## src/rtl/quad_gen_pkg.sv

```systemverilog
// Shared types and phase tables for the quadrature pulse generator.
package quad_gen_pkg;

  typedef enum logic {
    IDLE = 1'b0,
    RUN  = 1'b1
  } state_t;

  // Next {A,B} indexed by the current {A,B} (2 bits per entry, entry 0 in LSBs).
  // Forward cycle: 00->10->11->01->00
  localparam logic [7:0] FWD_NEXT = {2'b01, 2'b11, 2'b00, 2'b10};
  // Reverse cycle: 00->01->11->10->00
  localparam logic [7:0] REV_NEXT = {2'b10, 2'b00, 2'b11, 2'b01};

  function automatic logic [1:0] next_ab(input logic [1:0] ab, input logic dir);
    logic [2:0] idx;
    idx = {ab, 1'b0};
    return dir ? REV_NEXT[idx +: 2] : FWD_NEXT[idx +: 2];
  endfunction

endpackage

```

## src/rtl/quad_step_timer.sv

```systemverilog
// Loadable down-counter; tick is high for the one cycle the count sits at zero
// while enabled, so loading T-1 gives a tick every T clocks.
module quad_step_timer #(
  parameter int TW = 6
) (
  input  logic          clk,
  input  logic          rst,
  input  logic          load,
  input  logic          en,
  input  logic [TW-1:0] load_val,
  output logic          tick
);

  logic [TW-1:0] cnt;

  // Reload on request, otherwise count down to zero while enabled
  always_ff @(posedge clk or posedge rst) begin
    if (rst)                    cnt <= '0;
    else if (load)              cnt <= load_val;
    else if (en && cnt != '0)   cnt <= cnt - 1'b1;
  end

  assign tick = en && (cnt == '0);

endmodule

```

## src/rtl/quad_pulse_gen.sv

```systemverilog
// Quadrature step generator: emits STEPS A/B phase steps, one every
// (DIV+1)*PRESCALE clocks, tracking a modulo-256 position.
module quad_pulse_gen
  import quad_gen_pkg::*;
#(
  parameter int PRESCALE = 1024
) (
  input  logic       CLK,
  input  logic       RST,
  input  logic       START,
  input  logic       DIR,
  input  logic [7:0] STEPS,
  input  logic [3:0] DIV,
  output logic       A,
  output logic       B,
  output logic       BUSY,
  output logic       DONE,
  output logic [7:0] POS
);

  // Timer holds T-1, so 16*PRESCALE-1 is the largest value it ever sees.
  localparam int TW = $clog2(16 * PRESCALE);

  function automatic logic [TW-1:0] period_m1(input logic [3:0] d);
    return TW'((int'(d) + 1) * PRESCALE - 1);
  endfunction

  state_t        state, nxt;
  logic [7:0]    rem;
  logic [7:0]    pos;
  logic [1:0]    ab;
  logic          dir_q;
  logic [3:0]    div_q;
  logic          tick, load, accept, zcmd, step, fin;
  logic [TW-1:0] load_val;

  quad_step_timer #(.TW(TW)) u_timer (
    .clk      (CLK),
    .rst      (RST),
    .load     (load),
    .en       (state == RUN),
    .load_val (load_val),
    .tick     (tick)
  );

  // State register
  always_ff @(posedge CLK or posedge RST) begin
    if (RST) state <= IDLE;
    else     state <= nxt;
  end

  // Next state, command accept and step/reload decisions
  always_comb begin
    nxt      = state;
    load     = 1'b0;
    load_val = period_m1(div_q);
    accept   = 1'b0;
    zcmd     = 1'b0;
    step     = 1'b0;
    fin      = 1'b0;
    case (state)
      IDLE: begin
        if (START) begin
          if (STEPS != 8'd0) begin
            accept   = 1'b1;
            load     = 1'b1;
            load_val = period_m1(DIV);
            nxt      = RUN;
          end else begin
            zcmd = 1'b1;
          end
        end
      end
      RUN: begin
        if (tick) begin
          step = 1'b1;
          if (rem == 8'd1) begin
            fin = 1'b1;
            nxt = IDLE;
          end else begin
            load = 1'b1;
          end
        end
      end
      default: nxt = IDLE;
    endcase
  end

  // Command latch, phase/position stepping and status flags
  always_ff @(posedge CLK or posedge RST) begin
    if (RST) begin
      rem   <= '0;
      pos   <= '0;
      ab    <= 2'b00;
      dir_q <= 1'b0;
      div_q <= '0;
      BUSY  <= 1'b0;
      DONE  <= 1'b0;
    end else begin
      DONE <= zcmd | fin;
      BUSY <= (nxt == RUN);
      if (accept) begin
        rem   <= STEPS;
        dir_q <= DIR;
        div_q <= DIV;
      end
      if (step) begin
        ab  <= next_ab(ab, dir_q);
        pos <= dir_q ? pos - 8'd1 : pos + 8'd1;
        rem <= rem - 8'd1;
      end
    end
  end

  assign A   = ab[1];
  assign B   = ab[0];
  assign POS = pos;

endmodule
```

## config.mk

```make
export PLATFORM = sky130hd
export DESIGN_NAME = quad_pulse_gen
export DESIGN_NICKNAME = d
export VERILOG_FILES = /design/src/rtl/quad_gen_pkg.sv /design/src/rtl/quad_step_timer.sv /design/src/rtl/quad_pulse_gen.sv
export SDC_FILE = /design/constraint.sdc
export NUM_CORES = 1
export LEC_CHECK = 0
export CORE_MARGIN = 4
export CORE_UTILIZATION = 40
export CTS_CLUSTER_DIAMETER = 30
export DETAILED_ROUTE_END_ITERATION = 12
export PLACE_DENSITY = 0.65
export SLEW_MARGIN = 5
export SYNTH_ARGS = -nofsm -noshare
export SYNTH_HDL_FRONTEND = slang
export SYNTH_SLANG_ARGS = --single-unit
```

## constraint.sdc

```tcl
create_clock -name CLK -period 2.19 [get_ports CLK]
set_input_delay 0.219 -clock CLK [delete_from_list [all_inputs] [get_ports CLK]]
set_output_delay 0.219 -clock CLK [all_outputs]
set_load 0.02 [all_outputs]
```

==> flow_summary.yaml <==
die:
  rows: 28
  core_area_sq_um: 5920
  die_h_um: 86.1
  floorplan.initialDensity_pct: 41.3
  die_w_um: 86.1
  dieArea_sq_um: 7420
  ioPinCount: 28
pwr:
  p_leak_nw: 1.26
  power_density_nw_per_um2: 519
  peakVddDrop_mv: 0.363
  p_total_mw: 1.60
setup_path:
  path_cells: "inv_1, ha_2, nor4b_2, and4_2, a21oi_2, mux2_2, a211o_1"
  worstPathRequired_ns: 2.37
  worstRegToRegCells: 7
  regToRegEndpoint: "u_timer.cnt[10]$_DFFE_PP0P_"
  cp_top_family: "simple AND/OR/NAND/NOR gates"
  path_buf_inv: 1
  crit_fanout: 5
  critPathMaxStageDelay_ns: 0.40
  rr_startpoint: "u_timer.cnt[0]$_DFFE_PP0P_"
  end_kind: "flip-flop"
  path_class: "flip-flop to flip-flop"
  critPathArrivalTime_ns: 2.21
  regToRegSetupSlack_ns: 0.16
  crit_path_start_kind: "flip-flop"
  slowest_stage: "dfrtp_1"
drt:
  via_per_inst: 5.28
  vias: 2037
  drt-total-wl_um: 5200
  detail-route-antenna-nets: 0
  drt_iter0_drc: 65
  wl_per_cell_um: 13.5
  drc: 0
  firstDrtPassIters: 4
sta:
  worstMarginPinSlew_ns: 0.528
  slew_violations: 0
  fmax_mhz: 494
  finalSetupViolCount: 0
  rsz0062_at_grt: "false"
  relSlewSlack_pct: 64.4
  whs_ns: 0.341
  timing.final.crit_share_pct: 92.5
  setup_slack_ns: 0.164
  min_period_ns: 2.03
  clock_skew_ns: 0.00994
  hold_viol: 0
logic_synthesis:
  synth_nets: 292
  synth_fa_ha_area_share_pct: 6.97
  synth_mux_area_share_pct: 3.53
  yosysTopAreaCellShare_pct: 40.0
  synth_top_family_by_area: "simple AND/OR/NAND/NOR gates"
  synthArstFlopShare_pct: 100
  yosysUniqueCellTypes: 55
  synth-main-ff-cell: "dfrtp_1"
  ys_seq_area_share_pct: 40.0
  synthTopCellsByArea: "dfrtp_1 40%, nand2_1 6.3%, ha_1 6.1%, xnor2_1 4.3%, nand3_1 2.7%"
  synthXorXnorAreaFrac_pct: 6.45
  synthCells: 263
  synth-edff-count: 0
  synth-warning-count: 0
  synth_compound_area_share_pct: 14.1
  synth_top_area_cell: "dfrtp_1"
  syn_area_sq_um: 2440
  synth-seq-cells: 39
  avgSynthCellArea_sq_um: 9.29
  synth-simple-area-share_pct: 24.6
global_routing:
  grt_antenna_before_repair: 0
  grt_usage_pct: 15.0
  grt_start_max_net_pins: 40
  grt-ovfl-total: 0
  first_global_vias: 1964
  grt_pass1_wl_um: 9000
clocking:
  cts_tree: "yes"
  htree_levels: 2
  cts_buffers: 5
  cts_root_buf: "clkbuf_8"
  cts.clk_slew.worst_paths_ns: 0.08
  cts_sinks: 39
  clock_latency_ns: 0.30
  cts_setup_buffers: 0
  clock_path_buffers: 2
finish:
  area_growth_pct: 25.9
  drive_above_1_share_pct: 15.4
  final_cell_mix: "41 x nand2_1, 39 x dfrtp_1, 27 x clkdlybuf4s50_1"
  final_common_cell: "nand2_1"
  final_nets: 339
  num_antenna_cells: 0
place:
  pre_cts_ws_ns: -0.0111
  dp_hpwl_um: 4000
  gp_congestion: 0.790
  io_buffers: 27
run:
  maxCapViolCount: 0
status:
  status: "completed"
worst_hold_path:
  hp-class: "input port to asynchronous set/reset pin"
[timing repair]
item / CTS / global route
gates resized for setup: 0 / 5
hold buffers: 0 / 0
setup endpoints to repair: 0 / 7
[synth_stat cells, types with 2 or more instances]
| cell | instances |
|---|---|
| dfrtp_1 | 39 |
| nor3_1 | 11 |
| o211ai_1 | 8 |
| o21ai_1 | 7 |
| xor2_1 | 6 |
| clkbuf_1 | 3 |
| nand4b_1 | 2 |
| nor4_1 | 7 |
| mux2_2 | 4 |
| ha_1 | 12 |
| o21a_1 | 3 |
| nor2_1 | 12 |
| inv_1 | 13 |
| a21oi_1 | 7 |
| nor4b_1 | 4 |
| buf_2 | 4 |
| o21ai_0 | 4 |
| a211oi_1 | 2 |
| mux2i_1 | 3 |
| nand2b_1 | 3 |
| a31oi_1 | 2 |
| a311oi_1 | 2 |
| nand2_1 | 41 |
| a21boi_0 | 2 |
| nand3_1 | 13 |
| nand4_1 | 4 |
| and4_1 | 2 |
| xnor2_1 | 12 |
| buf_4 | 2 |
| nor2b_1 | 3 |
| a211o_1 | 2 |
[state kept, by name, summed over array words and instances, names as in the netlist]
name,cells
dir_q,1
DONE,1
rem,8
POS,8
div_q,4
u_timer.cnt,14
BUSY,1
ab,2
[final cells by class]
class                   instances  area, sq um
fillers                       557         2850
clock buffers                   6         72.6
multi-input cells             201         1380
clock inverters                 2         60.1
repair buffers                 50          447
well taps                      75         93.8
inverters                      13         48.8
flip-flops and latches         39          976
[how the worst max path moves through the flow]
| stage | start | endpoint | slack, ns | cells after the start |
|---|---|---|---|---|
| final | u_timer.cnt[0]$_DFFE_PP0P_ | u_timer.cnt[10]$_DFFE_PP0P_ | 0.16 | 7 |
| after global routing | u_timer.cnt[0]$_DFFE_PP0P_ | u_timer.cnt[13]$_DFFE_PP0P_ | 0.02 | 8 |
| after floorplan | u_timer.cnt[4]$_DFFE_PP0P_ | u_timer.cnt[10]$_DFFE_PP0P_ | 0.20 | 6 |
| after detailed placement | STEPS[0] | u_timer.cnt[10]$_DFFE_PP0P_ | -0.01 | 6 |
| after CTS | u_timer.cnt[0]$_DFFE_PP0P_ | u_timer.cnt[13]$_DFFE_PP0P_ | 0.06 | 8 |
| after global placement | STEPS[0] | u_timer.cnt[10]$_DFFE_PP0P_ | -0.005 | 6 |
[metal layers]
metal | vias to the layer above | part of all wire (%) | global-route usage (%)
met4 | 0 | 0.17 | 4.32
li1 | 1038 | - | -
met1 | 958 | 48 | 20.4
met3 | 2 | 4.3 | 2.69
met2 | 39 | 48 | 24.5
met5 | - | 0 | 0
[per-stage QoR]
stage	instance area (sq um)	instances	utilization [%]	TNS (ns)
2_1_floorplan	2440	263	-	0
3_3_place_gp	2920	378	49.3	-0.00527
3_5_place_dp	2920	378	49.3	-0.0111
4_1_cts	3050	386	51.6	0
5_1_grt	3070	386	51.9	0
6_report	3070	386	51.9	0
[kinds of logic after synthesis]
group / Yosys count
simple gates: 113
flops: 39
buf+inv: 23
fa+ha+maj: 13
compound gates: 49
xor+xnor: 18
mux: 8
[power breakdown]
part	internal [mW]	leakage, nW	switching [mW]	total (mW)
combinational	0.0659	0.746	0.0610	0.127
sequential	0.732	0.453	0.0144	0.746
clock	0.456	0.0654	0.267	0.722
[worst register-to-register path, delay by kind of cell, from the launching register on]
kind | cells | cell delay (ns)
compound gates | 2 | 0.37
mux | 1 | 0.29
flops | 1 | 0.40
simple gates | 2 | 0.47
buf+inv | 1 | 0.14
fa+ha+maj | 1 | 0.24
No activity file was read; power rests on OpenSTA's default activity.
